[src/rtl/gray_counter_ud.sv]
// gray_counter_ud: N-bit Gray-code up/down counter with load, wrap/saturate modes,
// a registered binary view and a terminal-count pulse.
module gray_counter_ud #(
    parameter int N       = 4,
    parameter int RST_BIN = 0
) (
    input  logic         clk,
    input  logic         rst,
    input  logic         clk_en,
    input  logic         up_dn,
    input  logic         sat_mode,
    input  logic         load,
    input  logic [N-1:0] load_gray,
    output logic [N-1:0] gray_out,
    output logic [N-1:0] bin_out,
    output logic         tc,
    output logic         at_max,
    output logic         at_min
);
    localparam logic [N-1:0] RST_B = RST_BIN[N-1:0];
    localparam logic [N-1:0] RST_G = RST_B ^ (RST_B >> 1);

    function automatic logic [N-1:0] g2b(input logic [N-1:0] g);
        logic [N-1:0] b;
        b[N-1] = g[N-1];
        for (int i = N - 2; i >= 0; i--) b[i] = b[i+1] ^ g[i];
        return b;
    endfunction

    logic [N-1:0] step_bin;
    logic         at_end;
    logic         blocked;
    logic         wrapping;

    assign at_max   = &bin_out;
    assign at_min   = ~|bin_out;
    assign at_end   = up_dn ? at_max : at_min;
    assign blocked  = sat_mode & at_end;
    assign wrapping = ~sat_mode & at_end;
    assign step_bin = up_dn ? bin_out + 1'b1 : bin_out - 1'b1;

    // Binary and Gray views are updated together so they never disagree.
    always_ff @(posedge clk) begin
        if (rst) begin
            gray_out <= RST_G;
            bin_out  <= RST_B;
            tc       <= 1'b0;
        end else if (load) begin
            gray_out <= load_gray;
            bin_out  <= g2b(load_gray);
            tc       <= 1'b0;
        end else if (clk_en) begin
            if (!blocked) begin
                gray_out <= step_bin ^ (step_bin >> 1);
                bin_out  <= step_bin;
            end
            tc <= blocked | wrapping;
        end else begin
            tc <= 1'b0;
        end
    end
endmodule

[config.mk]
export PLATFORM = sky130hd
export DESIGN_NAME = gray_counter_ud
export DESIGN_NICKNAME = d
export VERILOG_FILES = /design/src/rtl/gray_counter_ud.sv
export SDC_FILE = /design/constraint.sdc
export NUM_CORES = 1
export LEC_CHECK = 0
export CAP_MARGIN = 40
export CORE_MARGIN = 4
export CORE_UTILIZATION = 43
export CTS_CLUSTER_SIZE = 30
export DETAILED_ROUTE_END_ITERATION = 8
export PLACE_DENSITY = 0.82
export SKIP_LAST_GASP = 1
export SLEW_MARGIN = 20
export SYNTH_ARGS = -nofsm -noshare
export SYNTH_HDL_FRONTEND = slang
export SYNTH_SLANG_ARGS = --single-unit
[constraint.sdc]
create_clock -name clk -period 2.2 [get_ports clk]
set_input_delay 0.22 -clock clk [delete_from_list [all_inputs] [get_ports clk]]
set_output_delay 0.22 -clock clk [all_outputs]
set_load 0.05 [all_outputs]
==> summary.md, run 1 <==
| Metric | Value |
|---|---|
| Number of buffers created by CTS | `3` |
| Worst path max stage delay | `0.47 ns` |
| Post-CTS Repair Setup Buffers | `0` |
| Library cells used by synthesis | `34` |
| Number of antenna violations at the first check in global routing | `0` |
| Htree depth | `1` |
| Pin count of the biggest net entering global routing | `12` |
| Post-Synthesis Cells | `64` |
| Upper clock frequency limit | `505 MHz` |
| Clock-pin slew on the worst setup and hold paths | `0.06 ns` |
| CTS sink count | `8` |
| Post-synthesis sequential area ratio | `26.0%` |
| Slowest cell on the critical path | `sky130_fd_sc_hd__clkdlybuf4s50_1` |
| Dominant cells by area after synthesis | `sky130_fd_sc_hd__dfxtp_1 (26%), sky130_fd_sc_hd__xnor2_1 (8.5%), sky130_fd_sc_hd__xnor3_1 (7.3%), sky130_fd_sc_hd__o221ai_4 (4.3%), sky130_fd_sc_hd__ha_1 (4.1%)` |
| Root buffer selected by CTS | `sky130_fd_sc_hd__clkbuf_4` |
| TritonCTS clock tree | `built` |
| Type of the worst min-delay path | `flip-flop to flip-flop` |
| Worst slew margin | `66.4%` |
| Mean instance size in the synthesized netlist | `9.64 sq um` |
| Critical path's top delay family | `buffers and inverters` |
| Routed length per placed instance | `14.4 um` |
| Total Wirelength | `1.48 mm` |
| Die Wd | `45.9 um` |
| Worst-case register-to-register setup slack | `0.36 ns` |
| Actual transition at the worst max-transition pin | `0.502 ns` |
| Number of I/O port buffers | `20` |
| Mean number of vias per cell | `5.59` |
| Total half-perimeter wirelength after legalization and detailed placement | `1.15 mm` |
| Min Tclk post-route | `1.98 ns` |
| DRT antenna net count | `0` |
| Core region area | `0.00133 sq mm` |
| Sequential cell area | `160 sq um` |
| Initial cell density of the core | `46.2%` |
| Final core area utilization | `65.1%` |
| Vias in the first global route | `554` |
| Slew Limit Fails | `0` |
| Share of the synthesized area in the top cell type | `26.0%` |
| Leakage dissipation | `0.361 nW` |
| Number of violations of the max-capacitance limit | `0` |
| FP Rows | `13` |
| I/O Pins | `21` |
| Clock Latency Late Sink | `0.27 ns` |
| Total global-route track usage | `15.6%` |
| Number of endpoints with negative hold slack in the final report | `0` |
| Synthesis warning total | `0` |
| Wire length of the first global-routing pass | `2.28 mm` |
| Cell type with the largest total area after synthesis | `sky130_fd_sc_hd__dfxtp_1` |
| Die height | `45.9 um` |
| Worst Clk Skew | `0.00870 ns` |
| Final-layout fill cell count | `113` |
| Cells along the critical path | `clkdlybuf4s50_1, inv_1, fa_1, xnor2_1, xnor2_1, nor3_1, a2111oi_2` |
| Global placer's final weighted congestion | `0.822` |
| Final clock period utilization by the worst path | `90.0%` |
| Die outline area | `0.00210 sq mm` |
| Crit path launch type | `input pin` |
| Area of the multi-input gates | `427 sq um` |
| Diode count | `0` |
| Maximum fanout encountered on the critical timing path | `5` |
| Power per cell area | `713 mW/mm^2` |
| Run status | `complete, no violations` |
| Fraction of final layout cells sized beyond drive strength 1 | `18.2%` |
| Number of register bits inferred by synthesis | `8` |
| Post-Syn Nets | `77` |
| Remaining design rule violation count | `0` |
| # setup viols final | `0` |
| Critical path buffer and inverter count | `2` |
| Setup repair after global routing missed its margin | `no` |
| Kind of critical path | `input pin to flip-flop` |
| Hold-fix buffers, CTS | `0` |
| First-pass detailed-route iteration total | `4` |
| Post-CTS Resized | `0` |
| Net count, final | `103` |
| Required time of the worst setup path | `2.36 ns` |
| Layout-stage area growth over the synthesis result | `40.8%` |
| Via count | `576` |
| Crit-path most repeated cell | `sky130_fd_sc_hd__xnor2_1` |
| Worst vdd ir | `0.392 mV` |
| Initial DRC count | `7` |
| Number of buffers on the longest clock path | `2` |
| Overflow left after global routing | `0` |
| Total power after layout | `0.619 mW` |
| Nature of the critical path endpoint | `flip-flop` |
| Netlist area before placement | `617 sq um` |
| Data arrival at the endpoint of the critical path | `2.14 ns` |
-- state kept, by name, indices dropped and copies added (netlist names) --
signal    cells
bin_out       3
tc            1
gray_out      4
-- routing by layer --
layer / wire (um) / global-route usage (%) / vias to the layer above
li1: - / - / 282
met1: 625 / 17.4 / 256
met2: 694 / 25.8 / 31
met3: 122 / 3.56 / 7
met4: 37 / 10.8 / 0
met5: 0 / 0 / -
-- kinds of logic (layout without fill, tap and decap cells) --
kind of cell	Yosys count	in the layout	share of synthesized area, %
compound gates	15	15	21.3
flops	8	8	26.0
fa+ha+maj	3	3	7.30
mux	2	2	3.25
simple gates	19	19	18.7
xor+xnor	10	10	18.7
buf+inv	7	31	4.87
-- final cells by class --
class,count,area share (%)
inverter,4,1.73
multi-input combinational,49,49.1
sequential,8,18.4
clock buffer,3,2.59
timing repair buffer,24,25.9
tap,15,2.16
-- power breakdown --
part	switching, mW	internal, mW	total [mW]	leakage [nW]
registers	0.0200	0.162	0.182	0.0663
clock network	0.0566	0.0629	0.120	0.0138
logic	0.177	0.141	0.318	0.281
total	0.253	0.365	0.619	0.361
-- cells in the mapped netlist --
cell type and instances:
sky130_fd_sc_hd__a31oi_1 1, sky130_fd_sc_hd__or2_2 1, sky130_fd_sc_hd__or2b_2 1, sky130_fd_sc_hd__xnor3_1 2, sky130_fd_sc_hd__a211oi_1 1, sky130_fd_sc_hd__clkbuf_1 2
sky130_fd_sc_hd__xnor2_1 6, sky130_fd_sc_hd__nor2_1 6, sky130_fd_sc_hd__inv_1 3, sky130_fd_sc_hd__ha_1 2, sky130_fd_sc_hd__or3_1 1, sky130_fd_sc_hd__a211oi_2 1
sky130_fd_sc_hd__fa_1 1, sky130_fd_sc_hd__nand2_1 2, sky130_fd_sc_hd__dfxtp_1 8, sky130_fd_sc_hd__buf_4 1, sky130_fd_sc_hd__and2_1 1, sky130_fd_sc_hd__o221ai_4 1
sky130_fd_sc_hd__or4b_2 1, sky130_fd_sc_hd__nor3_1 1, sky130_fd_sc_hd__o31ai_1 1, sky130_fd_sc_hd__clkinv_1 1, sky130_fd_sc_hd__nand4_1 1, sky130_fd_sc_hd__mux2i_1 2
sky130_fd_sc_hd__xor2_1 2, sky130_fd_sc_hd__or4_4 1, sky130_fd_sc_hd__nand4b_1 1, sky130_fd_sc_hd__a21o_1 2, sky130_fd_sc_hd__o311ai_0 1, sky130_fd_sc_hd__nor3b_1 1
sky130_fd_sc_hd__a2111oi_2 1, sky130_fd_sc_hd__nor4b_1 1, sky130_fd_sc_hd__a21oi_1 4, sky130_fd_sc_hd__o22ai_1 2
-- through the flow --
step / cells / hold WS (ns) / setup TNS [ns] / setup slack [ns] / area (sq um)
after floorplan: 64 / 0.391 / 0 / 0.221 / 617
after global placement: 100 / 0.547 / 0 / 0.0808 / 846
after CTS: 103 / 0.574 / 0 / 0.243 / 868
final: 103 / 0.577 / 0 / 0.219 / 868
after detailed placement: 100 / 0.569 / -0.00268 / -0.00268 / 846
after global routing: 103 / 0.614 / 0 / 0.134 / 868
-- placed cells by master, fill, tap and decap left out, types with 3 or more instances in the layout --
cell | netlist | final
sky130_fd_sc_hd__clkdlybuf4s50_1 | 0 | 18
sky130_fd_sc_hd__dfxtp_1 | 8 | 8
sky130_fd_sc_hd__xnor2_1 | 6 | 6
sky130_fd_sc_hd__nor2_1 | 6 | 6
sky130_fd_sc_hd__buf_4 | 1 | 6
sky130_fd_sc_hd__a21oi_1 | 4 | 4
sky130_fd_sc_hd__inv_1 | 3 | 3
sky130_fd_sc_hd__clkbuf_4 | 0 | 3
-- final timing paths --
check                            startpoint  cells past startpoint     endpoint
worst max-delay path                  up_dn                      7  gray_out[1]
worst min-delay path            gray_out[2]                      2  gray_out[2]
worst max register to register   bin_out[1]                      4  gray_out[1]
worst min register to register  gray_out[2]                      2  gray_out[2]
-- worst min-delay path, delay by kind of cell, from the launching register on --
family         cells  cell delay (ns)
AO/OA/AOI/OAI      2             0.22
flip-flops         1             0.31
Note: power is estimated with default switching activity, not from simulation.
==> inputs of run 2 (changes only) <==
--- a/config.mk
+++ b/config.mk
@@ -5,6 +5,7 @@
 export SDC_FILE = /design/constraint.sdc
 export NUM_CORES = 1
 export LEC_CHECK = 0
+export ABC_CLOCK_PERIOD_IN_PS = 2200
 export CAP_MARGIN = 40
 export CORE_MARGIN = 4
 export CORE_UTILIZATION = 43
==> results of run 2 <==
No change in the layout: final DEF, timing and power equal those of run 1.
